### src/rtl/fade_apply.sv
// rtl/fade_apply.sv - applies a complex fading coefficient to a sample stream
//
// Purpose: each accepted complex Q1.15 sample is multiplied by the currently
// applied Q1.15 coefficient A. The multiplier is a three-stage pipeline and
// its output is rounded half up and saturated. A new coefficient arrives as a
// single-cycle coef_dv pulse and can arrive at any time.
//
// Build option: FADE_INTERP_EN
//   defined   - A ramps linearly from the coefficient in use to the new one
//               over 2^INTERP_LOG2 accepted samples.
//   undefined - zero-order hold; A jumps to the new coefficient.
//
// Ports:
//   clk, reset            clock, asynchronous active-high reset
//   coef_dv               new coefficient strobe (no backpressure)
//   coef_real, coef_imag  signed Q1.15 coefficient
//   s_valid / s_ready     input sample handshake
//   s_real, s_imag        signed Q1.15 input sample
//   m_valid / m_ready     output sample handshake
//   m_real, m_imag        signed Q1.15 faded sample
module fade_apply #(
    parameter int INTERP_LOG2 = 4
) (
    input  logic        clk,
    input  logic        reset,
    input  logic        coef_dv,
    input  logic [15:0] coef_real,
    input  logic [15:0] coef_imag,
    input  logic        s_valid,
    output logic        s_ready,
    input  logic [15:0] s_real,
    input  logic [15:0] s_imag,
    output logic        m_valid,
    input  logic        m_ready,
    output logic [15:0] m_real,
    output logic [15:0] m_imag
);

    typedef enum logic {
        IDLE = 1'b0,
        RUN  = 1'b1
    } state_t;

    state_t state, state_nxt;

    logic en;
    logic accept;

    // Coefficient applied to a sample accepted this cycle.
    logic signed [15:0] a_re, a_im;

    assign en     = !m_valid || m_ready;
    assign accept = s_valid && s_ready;

    // ------------------------------------------------------------------
    // Control FSM
    // ------------------------------------------------------------------
    always_ff @(posedge clk or posedge reset) begin
        if (reset) begin
            state <= IDLE;
        end else begin
            state <= state_nxt;
        end
    end

    always_comb begin
        state_nxt = state;
        if (state == IDLE && coef_dv) begin
            state_nxt = RUN;
        end
    end

    always_comb begin
        s_ready = (state == RUN) && en;
    end

    // ------------------------------------------------------------------
    // Coefficient tracking
    // ------------------------------------------------------------------
`ifdef FADE_INTERP_EN
    localparam int NW = INTERP_LOG2 + 1;
    localparam int PW = 17 + NW + 1;
    localparam logic [NW-1:0] N_FULL = NW'(1 << INTERP_LOG2);

    logic signed [15:0] b_re, b_im, t_re, t_im;
    logic signed [16:0] d_re, d_im;
    logic [NW-1:0]      n;

    // B + ((D*n) >>> INTERP_LOG2); at n = 2^INTERP_LOG2 this is exactly T.
    // The result always lies between B and T, so it fits in 16 bits.
    function automatic logic signed [15:0] ramp(
        input logic signed [15:0] b,
        input logic signed [16:0] d,
        input logic [NW-1:0]      cnt
    );
        logic signed [PW-1:0] prod;
        prod = PW'(d) * PW'($signed({1'b0, cnt}));
        return 16'(PW'(b) + (prod >>> INTERP_LOG2));
    endfunction

    assign a_re = ramp(b_re, d_re, n);
    assign a_im = ramp(b_im, d_im, n);

    always_ff @(posedge clk or posedge reset) begin
        if (reset) begin
            b_re <= '0;
            b_im <= '0;
            t_re <= '0;
            t_im <= '0;
            d_re <= '0;
            d_im <= '0;
            n    <= '0;
        end else if (coef_dv) begin
            if (state == IDLE) begin
                // First coefficient: no ramp, apply it directly.
                b_re <= $signed(coef_real);
                b_im <= $signed(coef_imag);
                t_re <= $signed(coef_real);
                t_im <= $signed(coef_imag);
                d_re <= '0;
                d_im <= '0;
                n    <= N_FULL;
            end else begin
                // Ramp restarts from whatever A is right now, so a
                // coefficient arriving mid-ramp causes no step.
                b_re <= a_re;
                b_im <= a_im;
                t_re <= $signed(coef_real);
                t_im <= $signed(coef_imag);
                d_re <= 17'($signed(coef_real)) - 17'(a_re);
                d_im <= 17'($signed(coef_imag)) - 17'(a_im);
                n    <= '0;
            end
        end else if (accept && n != N_FULL) begin
            n <= n + 1'b1;
        end
    end
`else
    always_ff @(posedge clk or posedge reset) begin
        if (reset) begin
            a_re <= '0;
            a_im <= '0;
        end else if (coef_dv) begin
            a_re <= $signed(coef_real);
            a_im <= $signed(coef_imag);
        end
    end
`endif

    // ------------------------------------------------------------------
    // Complex multiply pipeline
    // ------------------------------------------------------------------
    logic               v1, v2;
    logic signed [15:0] x_re, x_im, c_re, c_im;
    logic signed [31:0] p_rr, p_ii, p_ri, p_ir;

    // Round half up, drop 15 fraction bits, clamp to 16-bit signed.
    function automatic logic [15:0] round_sat(input logic signed [32:0] s);
        logic signed [32:0] r;
        r = (s + 33'sd16384) >>> 15;
        if (r > 33'sd32767) begin
            return 16'h7FFF;
        end else if (r < -33'sd32768) begin
            return 16'h8000;
        end else begin
            return r[15:0];
        end
    endfunction

    always_ff @(posedge clk or posedge reset) begin
        if (reset) begin
            v1      <= 1'b0;
            x_re    <= '0;
            x_im    <= '0;
            c_re    <= '0;
            c_im    <= '0;
            v2      <= 1'b0;
            p_rr    <= '0;
            p_ii    <= '0;
            p_ri    <= '0;
            p_ir    <= '0;
            m_valid <= 1'b0;
            m_real  <= '0;
            m_imag  <= '0;
        end else if (en) begin
            // S1: capture sample with the coefficient in force before any
            // same-cycle coef_dv update.
            v1      <= accept;
            x_re    <= $signed(s_real);
            x_im    <= $signed(s_imag);
            c_re    <= a_re;
            c_im    <= a_im;
            // S2: partial products
            v2      <= v1;
            p_rr    <= 32'(x_re) * 32'(c_re);
            p_ii    <= 32'(x_im) * 32'(c_im);
            p_ri    <= 32'(x_re) * 32'(c_im);
            p_ir    <= 32'(x_im) * 32'(c_re);
            // S3: combine, round, saturate
            m_valid <= v2;
            m_real  <= round_sat(33'(p_rr) - 33'(p_ii));
            m_imag  <= round_sat(33'(p_ri) + 33'(p_ir));
        end
    end

endmodule

### config.mk
export PLATFORM = sky130hd
export DESIGN_NAME = fade_apply
export DESIGN_NICKNAME = d
export VERILOG_FILES = /design/src/rtl/fade_apply.sv
export SDC_FILE = /design/constraint.sdc
export NUM_CORES = 2
export LEC_CHECK = 0
export BUFFER_PORTS_ARGS = -buffer_cell sky130_fd_sc_hd__buf_2
export CORE_ASPECT_RATIO = 2
export CORE_MARGIN = 5
export CORE_UTILIZATION = 65
export CTS_BUF_LIST = sky130_fd_sc_hd__clkbuf_4
export CTS_CLUSTER_DIAMETER = 80
export DETAILED_ROUTE_END_ITERATION = 7
export PLACE_DENSITY_LB_ADDON = 0.2
export SLEW_MARGIN = 5
export SYNTH_ARGS = -nofsm -noshare
export SYNTH_HDL_FRONTEND = slang
export SYNTH_SLANG_ARGS = --single-unit
### constraint.sdc
create_clock -name clk -period 12 [get_ports clk]
set_input_delay 0 -clock clk [delete_from_list [all_inputs] [get_ports clk]]
set_output_delay 0 -clock clk [all_outputs]
set_load 0.01 [all_outputs]
# After elaboration in Yosys (flattened, before gate mapping)
# Index checks and enable logic that the tools add are counted.
[word_totals]
regBits = 260
output_inout_bits = 34
[op_classes]
n_addsub = 4
mul = 4
n_lt_le_gt_ge = 4
n_mux = 4
bitwise = 1
n_reduce_logical = 5
[op_table]
columns = ["operator", "count"]
rows = [
  ["$mul A16 B16 Y32", 4],
  ["$add A33 B16 Y33 const B", 2],
  ["$mux W16", 4],
  ["$gt A18 B16 Y1 const B", 2],
  ["$lt A18 B16 Y1 const B", 2],
  ["$add A32 B32 Y33", 1],
  ["$sub A32 B32 Y33", 1],
  ["$logic_and A1 B1 Y1", 3],
  ["$logic_not A1 Y1", 1],
  ["$logic_or A1 B1 Y1", 1],
  ["$not A1 Y1", 1],
]

# Depth between registers and ports, before layout
[logic_depth]
word_depth = 5
mapped_depth = 26
ltp_nobuf = 25

# Least setup slack after synthesis
# No wires, ideal clock.
[synth_path]
kind = "reg-to-reg"
startpoint = "reg x_im[15]"
endpoint = "reg p_ii[31]"
setup_time_ns = 0.137
t_arrival_ns = 6.208
t_required_ns = 11.863
path_slack_ns = 5.655
path_stages_with_launch = 25
cell_sequence = "dfrtp_1 > clkbuf_1 > nand2_1 > inv_1 > fa_1 > fa_1 > fa_1 > fa_1 > fa_1 > inv_1 > fa_1 > inv_1 > ha_1 > a21o_1 > a21o_1 > a21o_1 > a21o_1 > a21o_1 > a211oi_1 > nor2_1 > a31oi_1 > o2111ai_1 > a21oi_1 > xnor2_1 > a21oi_1"
[synth_between]
elab_chain_len = 1
[synth_rtl]
columns = ["item", "line_no", "text"]
rows = [
  ["start: declaration", "154", "logic signed [15:0] x_re, x_im, c_re, c_im;"],
  ["start signal: assignment", "190", "x_im <= $signed(s_imag);"],
  ["$mul A16 B16 Y32", "196", "p_ii <= 32'(x_im) * 32'(c_im);"],
  ["end signal: assignment", "196", ""],
  ["end: declaration", "155", "logic signed [31:0] p_rr, p_ii, p_ri, p_ir;"],
]
# Every way passes these cells.
# A chain may end at the register's enable or synchronous reset.

# Final worst setup path
[layout_path]
startpoint = "reg x_im[6]"
endpoint = "reg p_ii[31]"
# Same word-level chain as after synthesis.

==> flow_summary.toml <==
[logic_synthesis]
yosys.cell_types.count = 79
yosysWarnings = 0
synthAdderAreaFrac_pct = 51.74
synth_xor_area_share_pct = 2.893
ys_ff_latch = 260
synth_ff_type = "dfrtp_1"
avgSynthCellArea_um2 = 9.270
syn_area_mm2 = 0.05143
synthArstFlopShare_pct = 100.0
synthCells = 5548
syn_nets = 7115
synth-edff-count = 0
synth-simple-area-share_pct = 15.07
synth.area.mux_share_pct = 0.7007
synth_top_family_by_area = "adder cells"
yosysSeqAreaShare_pct = 12.65
synth_compound_area_share_pct = 6.352

[detailed_routing]
drt_iter0_drc = 2194
detail-route-antenna-nets = 0
avgRoutedWirePerCell_um = 20.00
num_vias = 38650
wl_um = 136400
route.detailed.drc = 0
viasPerCell = 5.668
dr.pass1.iters = 5

[clocking]
htreeDepth = 3
cts_buffers = 71
cts_resized = 0
cts_buffer_depth = 3
clock_sinks = 260
cts_root_buffer = "clkbuf_4"
insertion_delay_ns = 1.00
cts_tree = "done"
path_clk_slew_ns = 0.07

[timing]
min_period_ns = 7.407
fin_worst_skew_ns = 0.07479
hold_viol = 0
maxSlewHeadroom_pct = 19.85
fin_setup_tns_ns = 0
setup_viol = 0
fmaxAchievable_mhz = 135.0
fin_ws_ns = 4.593
finalCritPeriodShare_pct = 61.72
slew_viol_final = 0
hold_slack_ns = 0.2952
rsz0062_at_grt = "false"
tightest_slew_ns = 1.202

[cells_and_area]
post_route_cells_drive_above_1_share_pct = 5.956
final_nets = 7298
final_cell_mix = "inv_1 (1200), fa_1 (1048), nand2_1 (811), and2_1 (491), ha_1 (450)"
final_util_pct = 70.52
area_delta_synth_final_pct = 8.213
final_common_cell = "inv_1"

[floorplan]
ios = 103
rows = 146
die_y_um = 407.8
die-area_mm2 = 0.08519
core_area_mm2 = 0.07892
die_width_um = 208.9
start_util_pct = 65.17

[critical_path]
path_max_fanout = 18
end_kind = "flip-flop"
crit_end = "p_ii[31]$_DFFE_PP0N_"
r2r_end = "p_ii[31]$_DFFE_PP0N_"
worstReg2RegStart = "x_im[6]$_DFFE_PP0N_"
critPathLaunch = "x_im[6]$_DFFE_PP0N_"
arrival_ns = 8.18
start_kind = "flip-flop"
reg2reg_slack_ns = 4.59
required_ns = 12.78
reg2reg_depth = 24
critical_path_class = "flip-flop to flip-flop"

[global_route]
overflow = 0
grt_max_degree = 186
first_global_vias = 43480
grt_pass1_wl_um = 220600
track_usage_pct = 33.18
antenna_found_initial = 5

[place]
dp_hpwl_um = 106800
gp_congestion = 0.9102
pre_cts_ws_ns = 4.687
io_buffers = 102

[job]
maxCapViolCount = 0

[hold_path]
min_path_type = "input pin to async pin"

[outcome]
outcome = "finished, final reports clean"
==> registers in the layout (all words and copies together), names as in the netlist <==
register  count
v2            1
x_re         16
p_ii         32
p_rr         32
v1            1
a_re         16
state         1
c_re         16
x_im         16
m_imag       16
m_real       16
a_im         16
p_ri         32
c_im         16
m_valid       1
p_ir         32
==> how the worst min path moves through the flow <==
stage,to,start,depth (start not counted),slack [ns]
global placement,a_im[8]$_DFFE_PP0P_,reset,2,0.13
global route,x_re[5]$_DFFE_PP0N_,s_real[5],5,0.30
CTS,p_ri[31]$_DFFE_PP0N_,m_ready,4,0.17
floorplan,x_im[10]$_DFFE_PP0N_,s_imag[10],2,0.11
finish,a_im[4]$_DFFE_PP0P_,reset,4,0.30
detailed placement,c_im[6]$_DFFE_PP0N_,reset,2,0.13
==> final cells by class <==
cell class	count	area, um^2
sequential	260	6510
clock inverter	28	231.5
timing repair buffer	357	2910
multi-input combinational	3838	39490
fill	6264	23260
inverter	1203	4523
clock buffer	90	675.6
tap	1036	1296
antenna	7	17.52
==> through the flow <==
stage | std cells | cell area [um^2]
after detailed placement | 6505 | 52840
final | 6819 | 55650
after global routing | 6817 | 55650
after floorplan | 5548 | 51430
after global placement | 6505 | 52840
after CTS | 6812 | 55640
==> cell families (layout without fill, tap and decap cells) <==
group	Yosys count	count (layout)
flops	260	260
simple gates	1636	1636
fa+ha+maj	1498	1498
compound gates	503	503
mux	32	32
xor+xnor	169	169
buf+inv	1450	1678
other cells	0	7
==> cells in the mapped netlist, types with 35 or more instances <==
cell | n | area share [%]
a21o_1 | 57 | 0.83
a21oi_1 | 174 | 1.7
and2_1 | 491 | 6.0
clkbuf_1 | 238 | 1.7
dfrtp_1 | 260 | 13
fa_1 | 1048 | 41
ha_1 | 450 | 11
inv_1 | 1201 | 8.8
nand2_1 | 811 | 5.9
nand2b_1 | 35 | 0.43
nor2_1 | 173 | 1.3
o21ai_0 | 105 | 1.0
xnor2_1 | 111 | 1.9
xor2_1 | 57 | 0.97
==> repair_timing <==
action / in CTS / in global routing
endpoints found under the hold margin: 349 / 0
buffers inserted: 0 / 0
hold buffers: 189 / 0
==> critical path: stages (launching register included) <==
cell       delay [ns]
dfrtp_1          0.74
buf_4            0.36
and2_1           0.19
fa_1             0.45
fa_1             0.57
ha_1             0.14
inv_1            0.04
fa_1             0.47
inv_1            0.06
fa_1             0.53
inv_1            0.05
fa_1             0.49
inv_1            0.04
ha_1             0.19
or3_1            0.39
a21oi_1          0.16
o21ai_0          0.12
a2111oi_0        0.80
o31ai_1          0.24
nor2b_1          0.23
a31oi_1          0.35
o2111ai_1        0.17
a21oi_1          0.19
xnor2_1          0.13
a21oi_1          0.08
==> layer usage <==
layer | wire, um | global-route usage [%] | part of all wire (%)
met2 | 73060 | 60.12 | 54
met5 | 9 | 0 | 0.0066
met4 | 13360 | 25.59 | 9.8
met3 | 6786 | 5.099 | 5.0
met1 | 43180 | 33.71 | 32
Power is not shown: default switching activity piles up to over one toggle a cycle in this logic, so the estimate is an artifact.
